`src/rtl/store_buffer.sv`:
```
// In-order store buffer between the core load/store path and a byte-addressed data RAM.
// Stores queue in a circular FIFO and drain one per cycle; loads take the port unless they overlap a queued store.
module store_buffer #(
    parameter int ADDRESS_WIDTH = 32,
    parameter int DEPTH         = 4
) (
    input  logic                     clk,
    input  logic                     rst,
    input  logic                     st_valid,
    input  logic [ADDRESS_WIDTH-1:0] st_addr,
    input  logic [31:0]              st_data,
    input  logic [1:0]               st_size,
    output logic                     st_ready,
    input  logic                     ld_valid,
    input  logic [ADDRESS_WIDTH-1:0] ld_addr,
    input  logic [1:0]               ld_size,
    input  logic                     ld_unsigned,
    output logic [31:0]              ld_data,
    output logic                     ld_stall,
    output logic                     sb_empty,
    output logic [ADDRESS_WIDTH-1:0] ram_address,
    output logic                     ram_write_enable,
    output logic [31:0]              ram_din,
    input  logic [31:0]              ram_dout
);
    localparam int PTR_W = $clog2(DEPTH);
    localparam int CNT_W = PTR_W + 1;
    localparam int AX_W  = ADDRESS_WIDTH + 1;

    logic [ADDRESS_WIDTH-1:0] addr_mem [DEPTH];
    logic [31:0]              data_mem [DEPTH];
    logic [1:0]               size_mem [DEPTH];

    logic [PTR_W-1:0] head_reg, tail_reg;
    logic [CNT_W-1:0] count_reg;

    logic accept, load_go, drain;
    logic [DEPTH-1:0] hit;

    // Byte span of an access; size 11 behaves as a word.
    function automatic logic [AX_W-1:0] span_bytes(input logic [1:0] size);
        case (size)
            2'b00:   span_bytes = AX_W'(1);
            2'b01:   span_bytes = AX_W'(2);
            default: span_bytes = AX_W'(4);
        endcase
    endfunction

    assign st_ready = (count_reg != CNT_W'(DEPTH));
    assign sb_empty = (count_reg == '0);
    assign accept   = st_valid && st_ready;
    assign ld_stall = ld_valid && (|hit);
    assign load_go  = ld_valid && !ld_stall;
    assign drain    = !load_go && (count_reg != '0);

    // Overlap test against every occupied slot; math is one bit wider so a+nb cannot wrap.
    generate
        for (genvar gi = 0; gi < DEPTH; gi++) begin : g_overlap
            logic [PTR_W-1:0] offset;
            logic             occupied;
            logic [AX_W-1:0]  ent_lo, ld_lo;
            assign offset   = PTR_W'(gi) - head_reg;
            assign occupied = ({1'b0, offset} < count_reg);
            assign ent_lo   = {1'b0, addr_mem[gi]};
            assign ld_lo    = {1'b0, ld_addr};
            assign hit[gi]  = occupied
                              && (ent_lo < ld_lo + span_bytes(ld_size))
                              && (ld_lo < ent_lo + span_bytes(size_mem[gi]));
        end
    endgenerate

    always_ff @(posedge clk) begin
        if (rst) begin
            head_reg  <= '0;
            tail_reg  <= '0;
            count_reg <= '0;
        end else begin
            if (accept) begin
                tail_reg <= tail_reg + PTR_W'(1);
            end
            if (drain) begin
                head_reg <= head_reg + PTR_W'(1);
            end
            if (accept && !drain) begin
                count_reg <= count_reg + CNT_W'(1);
            end else if (drain && !accept) begin
                count_reg <= count_reg - CNT_W'(1);
            end
        end
    end

    // Entry payload needs no reset: occupancy is tracked purely by the pointers and count.
    always_ff @(posedge clk) begin
        if (accept) begin
            addr_mem[tail_reg] <= st_addr;
            data_mem[tail_reg] <= st_data;
            size_mem[tail_reg] <= st_size;
        end
    end

    always_comb begin
        ram_address      = '0;
        ram_write_enable = 1'b0;
        if (load_go) begin
            ram_address = ld_addr;
        end else if (count_reg != '0) begin
            ram_address      = addr_mem[head_reg];
            ram_write_enable = !rst;
        end
    end

    // Sub-word drains merge with the bytes currently at head.addr so neighbours survive the 4-byte write.
    always_comb begin
        ram_din = data_mem[head_reg];
        case (size_mem[head_reg])
            2'b00:   ram_din = {ram_dout[31:8], data_mem[head_reg][7:0]};
            2'b01:   ram_din = {ram_dout[31:16], data_mem[head_reg][15:0]};
            default: ram_din = data_mem[head_reg];
        endcase
    end

    always_comb begin
        ld_data = ram_dout;
        case (ld_size)
            2'b00:   ld_data = {{24{!ld_unsigned && ram_dout[7]}}, ram_dout[7:0]};
            2'b01:   ld_data = {{16{!ld_unsigned && ram_dout[15]}}, ram_dout[15:0]};
            default: ld_data = ram_dout;
        endcase
    end
endmodule

```
`config.mk`:
```
export PLATFORM = sky130hd
export DESIGN_NAME = store_buffer
export DESIGN_NICKNAME = d
export VERILOG_FILES = /design/src/rtl/store_buffer.sv
export SDC_FILE = /design/constraint.sdc
export NUM_CORES = 1
export LEC_CHECK = 0
export ABC_AREA = 1
export BUFFER_PORTS_ARGS = -buffer_cell sky130_fd_sc_hd__buf_2
export CAP_MARGIN = 40
export CORE_MARGIN = 10
export CORE_UTILIZATION = 60
export CTS_CLUSTER_DIAMETER = 200
export DETAILED_ROUTE_END_ITERATION = 7
export HOLD_SLACK_MARGIN = 0.12
export MAX_ROUTING_LAYER = met4
export PLACE_DENSITY_LB_ADDON = 0.25
export SETUP_SLACK_MARGIN = 0.05
export SLEW_MARGIN = 20
export SYNTH_ARGS = -nofsm -noshare
export SYNTH_HDL_FRONTEND = slang
export SYNTH_SLANG_ARGS = --single-unit
```
`constraint.sdc`:
```
create_clock -name clk -period 5.7 [get_ports clk]
set_clock_uncertainty 0.2 [all_clocks]
set_input_delay 0.57 -clock clk [delete_from_list [all_inputs] [get_ports clk]]
set_output_delay 0.57 -clock clk [all_outputs]
set_load 0.02 [all_outputs]
```
==> metrics, run 1 <==
Syn Std Cell Area 20,900 um^2; Seq/Total Area, Yosys 0.388; Die H between 200 and 250 um; latest clock arrival within the worst-skew pair 0.61 ns; CTS H-tree lvls 1; switching share of total power 0.438; Worst VDD drop 0.421 mV; vias between 20,000 and 25,000; Post-DP Area about 23,000 um^2; vias per std cell 6.15; fillers 2,296; Yosys Warn Count 0; Leak between 10 and 15 nW; Largest regs addr_mem: 128 flops, data_mem: 128 flops, size_mem: 8 flops; Global Route Usage Sum 0.374; fmax 163 MHz; Top delay family on crit path simple AND/OR/NAND/NOR gates; grt total ovfl 0; Max-Cap Viols 0; gp weighted congestion 1.05; endpoint class of the critical path output port; drt first pass iters 8; Tot Pwr 9.31 mW; Comb power frac 0.521; CP required 4.93 ns; Synth top area share 0.379; syn_area_per_cell 8.51 um^2; ratio of cells with drive above 1 in the final layout 0.195; worst setup margin -0.451 ns; syn nets 2,871; post-synth top area cell edfxtp_1; synth top area cells edfxtp_1 (38%), ha_1 (16%), nand2_1 (8.4%), nor2_1 (5.6%), o21ai_0 (4.4%); Clock transition at path regs 0.07 ns; first-pass GRT wire length 118,000 um; worst path bufs/invs 6; Worst setup SP type flop; crit share post-route 1.08; Final Core Density 0.756; Post-synth EDFFs 264; Pins Over Slew Limit 0; Initial Utilization 0.607; CP max FO 5; drt first-iter violations ~2,200; commonest cells in the synthesized netlist nand2_1 (467), nor2_1 (311), ha_1 (272); FF+latch count, synth 273; max incr delay on CP 0.51 ns; Die Area 42,700 um^2; Wirelength per Cell 24.2 um; clk buf depth 3; clk root buf clkbuf_16; Sw Pwr 4.08 mW; failing checks negative setup slack; TritonCTS clock tree yes; area grow syn2layout 24.5%; WP data arrival around 5.4 ns; DR DRC count 0; post-layout minimum cycle time 6.15 ns; antenna viol nets, final 0; Final Hold Fails 0; RSZ-0062 raised after global routing true; Yosys cell types 50; CP Class flop to output port; Hold Crit Class flop to flop; Die X a little over 200 um; total wire length roughly 80,000 um; Sink Count 273; Post-DP HPWL 56,500 um; Clock Power Share 0.198; CP dominant cell by count nand2_2; number of global-route vias before repair 20,200; pin count of the biggest net entering global routing 93; most frequent cell after synthesis nand2_1; Pwr Density 358 nW/um^2; initial antenna violation count 4; NumNets Final 3,267; share of power burned in registers 0.281; Synth Instances 2,456; cell area after layout 26,000 um^2; total CTS buffers 27; FFs w/ async S/R, synth 0; Synth Flop Type edfxtp_1; Row Count 68; IO Port Bufs 222; Int Pwr about 5.2 mW; Placeable Area around 34,000 um^2; number of top-level pins 237; outcome finished, violations left; Rel. slew slack 0.405; pin slew with the least headroom to its limit 0.892 ns; Worst path slowest cell edfxtp_1; Setup-failing EPs final 35
==> layout by cell type (no fill, tap or decap), types with 44 or more instances in the layout <==
cell type / n
o21ai_0: 175
nor2_1: 293
a21oi_1: 171
nand3_1: 75
inv_1: 235
buf_4: 129
dlygate4sd3_1: 67
xor2_1: 96
nand2_1: 452
buf_2: 189
edfxtp_1: 264
nand4_1: 44
ha_1: 264
==> final timing paths <==
check	startpoint	to	slack, ns	cells past startpoint
setup / recovery	size_mem[2][1]	ram_address[11]	-0.45	30
hold / removal	tail_reg[1]	tail_reg[1]	0.35	2
setup reg to reg	size_mem[2][1]	count_reg[2]	-0.14	36
hold reg to reg	tail_reg[1]	tail_reg[1]	0.35	2
==> timing repair <==
item                                   CTS  global route
setup endpoints to repair               36            38
resized for setup                      164            55
endpoints found under the hold margin  265             0
setup buffers                           21            11
pin swaps                               38            24
hold buffers                            67             0
cloned                                   3             0
==> power by group through the flow <==
| stage | Combinational [mW] | Sequential, mW | Clock (mW) |
|---|---|---|---|
| floorplan | 2.43 | 2.59 | 0 |
| finish | 4.85 | 2.61 | 1.84 |
| detailed placement | 3.77 | 2.64 | 0 |
| global route | 5.13 | 2.63 | 1.91 |
| global placement | 3.64 | 2.63 | 0 |
| CTS | 4.51 | 2.60 | 1.82 |
==> worst register-to-register path: cells and delay by family (launching register included) <==
family / cells / cell delay (ns)
AO/OA/AOI/OAI: 4 / 0.41
flip-flops: 1 / 0.51
buffers and inverters: 5 / 0.39
AND/OR/NAND/NOR: 23 / 3.17
adder cells (fa/ha/maj): 4 / 1.08
==> cells by family after synthesis <==
family	Yosys count	synth area share
AOI/OAI and AO/OA	467	0.130
xor gates and xnor gates	128	0.0536
adders and majority gates	278	0.169
buffers and inverters	314	0.0593
DFF	273	0.388
and+or+nand+nor	996	0.201
==> stage by stage <==
stage,setup slack [ns],std cells,setup TNS [ns],hold slack (ns)
3_3_place_gp,0.00372,3173,0,0.310
2_1_floorplan,0.461,2456,0,0.290
3_5_place_dp,-0.217,3175,-4.52,0.336
4_1_cts,-0.385,3316,-11.71,0.346
5_1_grt,-0.645,3332,-20.82,0.398
6_report,-0.451,3332,-13.89,0.355
==> final cells by class <==
| cell class | instances | area (um^2) | area share |
|---|---|---|---|
| Antenna cell | 4 | 10.0 | 0.000384 |
| Clock buffer | 38 | 747 | 0.0287 |
| Clock inverter | 12 | 134 | 0.00514 |
| Inverter | 245 | 925 | 0.0355 |
| Multi-Input combinational cell | 1869 | 12200 | 0.470 |
| Sequential cell | 273 | 8110 | 0.312 |
| Tap cell | 455 | 569 | 0.0219 |
| Timing Repair Buffer | 436 | 3300 | 0.127 |
==> layer usage <==
layer,vias up,track usage,part of all wire
met4,0,0.170,0.054
met3,316,0.0743,0.11
met2,1422,0.592,0.46
met5,-,-,0
li1,9257,-,-
met1,9493,0.456,0.37
No activity file was read; power rests on OpenSTA's default activity.
==> run 2, diff against run 1 <==
- CTS_BUF_LIST: unset -> sky130_fd_sc_hd__clkbuf_8
==> metrics, run 2 (synthesis results as in run 1) <==
ratio of cells with drive above 1 in the final layout 0.195; Post-DP HPWL ~56,000 um; Global Route Usage Sum 0.387; Detail Route met3 WL 9800 um; Placed Cells ~3,200; Setup WS pre-CTS -0.217 ns; most common cell after layout, fill and taps aside nand2_1; IO Port Bufs 222; DR DRC count 0; Hold Crit Class flop to flop; Setup-failing EPs final 35; flop-to-flop setup slack -0.13 ns; NumNets Final 3,285; Pins Over Slew Limit 0; Clock Power Share 0.194; vias per std cell approximately 6.1; CP max FO 3; failing checks negative setup slack; switching share of total power 0.449; Max-Cap Viols 0; total CTS buffers 45; Wirelength per Cell 24.5 um; Largest regs addr_mem: 128 flops, data_mem: 128 flops, size_mem: 8 flops; worst flop-to-flop path endpoint count_reg[2]; crit share post-route 1.08; cells on worst reg2reg path 36; number of global-route vias before repair 20,600; Worst path slowest cell edfxtp_1; min-delay src tail_reg[1]; Met1 Wirelength 29,900 um; Initial Utilization 0.607; CP required 4.93 ns; RSZ-0062 raised after global routing true; Sw Pwr around 4.1 mW; fmax 162 MHz; Final Hold Fails 0; post-layout minimum cycle time roughly 6.2 ns; Die Area approximately 43,000 um^2; Comb power frac 0.522; Placeable Area 34,500 um^2; CP Class flop to output port; first-pass GRT wire length approximately 120,000 um; Top delay family on crit path simple AND/OR/NAND/NOR gates; commonest cells after routing, fill and taps aside nand2_1 (452), nor2_1 (296), ha_1 (266); Worst VDD drop 0.469 mV; TritonCTS clock tree yes; WP data arrival 5.41 ns; clk buf depth 3; max layer used met4; Rel. slew slack 0.394; clk root buf clkbuf_8; area grow syn2layout 24.0%; pin count of the biggest net entering global routing 93; max incr delay on CP about 0.42 ns; number of top-level pins 237; CTS H-tree lvls 2; Sink Count 273; Row Count 68; Clock transition at path regs roughly 0.070 ns; endpoint class of the critical path output port; Pwr Density 356 nW/um^2; grt total ovfl 0; worst reg2reg startpoint size_mem[2][0]; worst path bufs/invs 6; share of power burned in registers 0.284; vias 20,600; gp weighted congestion 1.05; Die H 207 um; antenna viol nets, final 0; Die X 207 um; Leak 11.6 nW; drt first pass iters 6; outcome finished, violations left; fillers between 2,000 and 2,500; drt first-iter violations around 2,600; latest clock arrival within the worst-skew pair 0.67 ns; pin slew with the least headroom to its limit 0.910 ns; total wire length between 80,000 and 90,000 um; met2 WL 38,400 um; Endpoint, Worst Hold tail_reg[1]; Int Pwr 5.07 mW; WHS Path Cells 2; worst setup margin -0.481 ns; Worst setup SP type flop; initial antenna violation count 2; post-route insts no fill 3,361
run 2: what timing repair did:
item / CTS / global route
hold buffers: 67 / 0
pin swaps: 36 / 14
resized for setup: 144 / 54
cloned: 1 / 1
endpoints found under the hold margin: 265 / 0
buffers inserted: 23 / 10
endpoints found under the setup margin: 36 / 41
run 2: final cells by class:
class	count	area (um^2)	share of cell area
multi-input cells	1869	12100	0.467
flip-flops and latches	273	8110	0.313
repair buffers	436	3320	0.128
inverters	245	925	0.0357
clock buffers	52	716	0.0276
well taps	455	569	0.0220
clock inverters	28	155	0.00599
diodes	3	7.51	0.000290
run 2: worst max-delay path by stage:
stage,start,slack (ns),cells after the start,to
2_1_floorplan,ld_size[0],0.46,36,count_reg[2]
5_1_grt,size_mem[1][1],-0.77,31,ram_address[24]
3_3_place_gp,ld_size[0],0.004,27,ram_address[2]
6_report,size_mem[2][0],-0.48,30,ram_address[28]
4_1_cts,size_mem[2][1],-0.34,29,ram_address[28]
3_5_place_dp,ld_size[0],-0.22,27,ram_address[2]
run 2: tightest hold or removal path, cell delays in order (launching register included):
cell and delay, ns:
dfxtp_1 0.33, inv_1 0.11, a21oi_1 0.07
run 2: metrics by stage:
step	setup TNS [ns]	area, um^2	util	hold slack, ns	power [mW]
floorplan	0	20900	-	0.290	5.01
global placement	0	23200	0.672	0.310	6.27
detailed placement	-4.52	23200	0.673	0.336	6.41
CTS	-8.92	25500	0.740	0.348	8.70
global route	-25.03	25900	0.752	0.398	9.56
finish	-14.72	25900	0.752	0.364	9.21
run 2: power groups by stage:
| stage | combinational (mW) | clock, mW | sequential (mW) |
|---|---|---|---|
| after floorplan | 2.43 | 0 | 2.59 |
| after global placement | 3.64 | 0 | 2.63 |
| after detailed placement | 3.77 | 0 | 2.64 |
| after CTS | 4.35 | 1.75 | 2.60 |
| after global routing | 5.08 | 1.86 | 2.63 |
| final | 4.81 | 1.78 | 2.62 |
run 2: routing by layer:
layer / up-vias / GRT usage
li1: 9283 / -
met3: 300 / 0.0893
met1: 9509 / 0.462
met5: - / -
met2: 1527 / 0.609
met4: 0 / 0.186
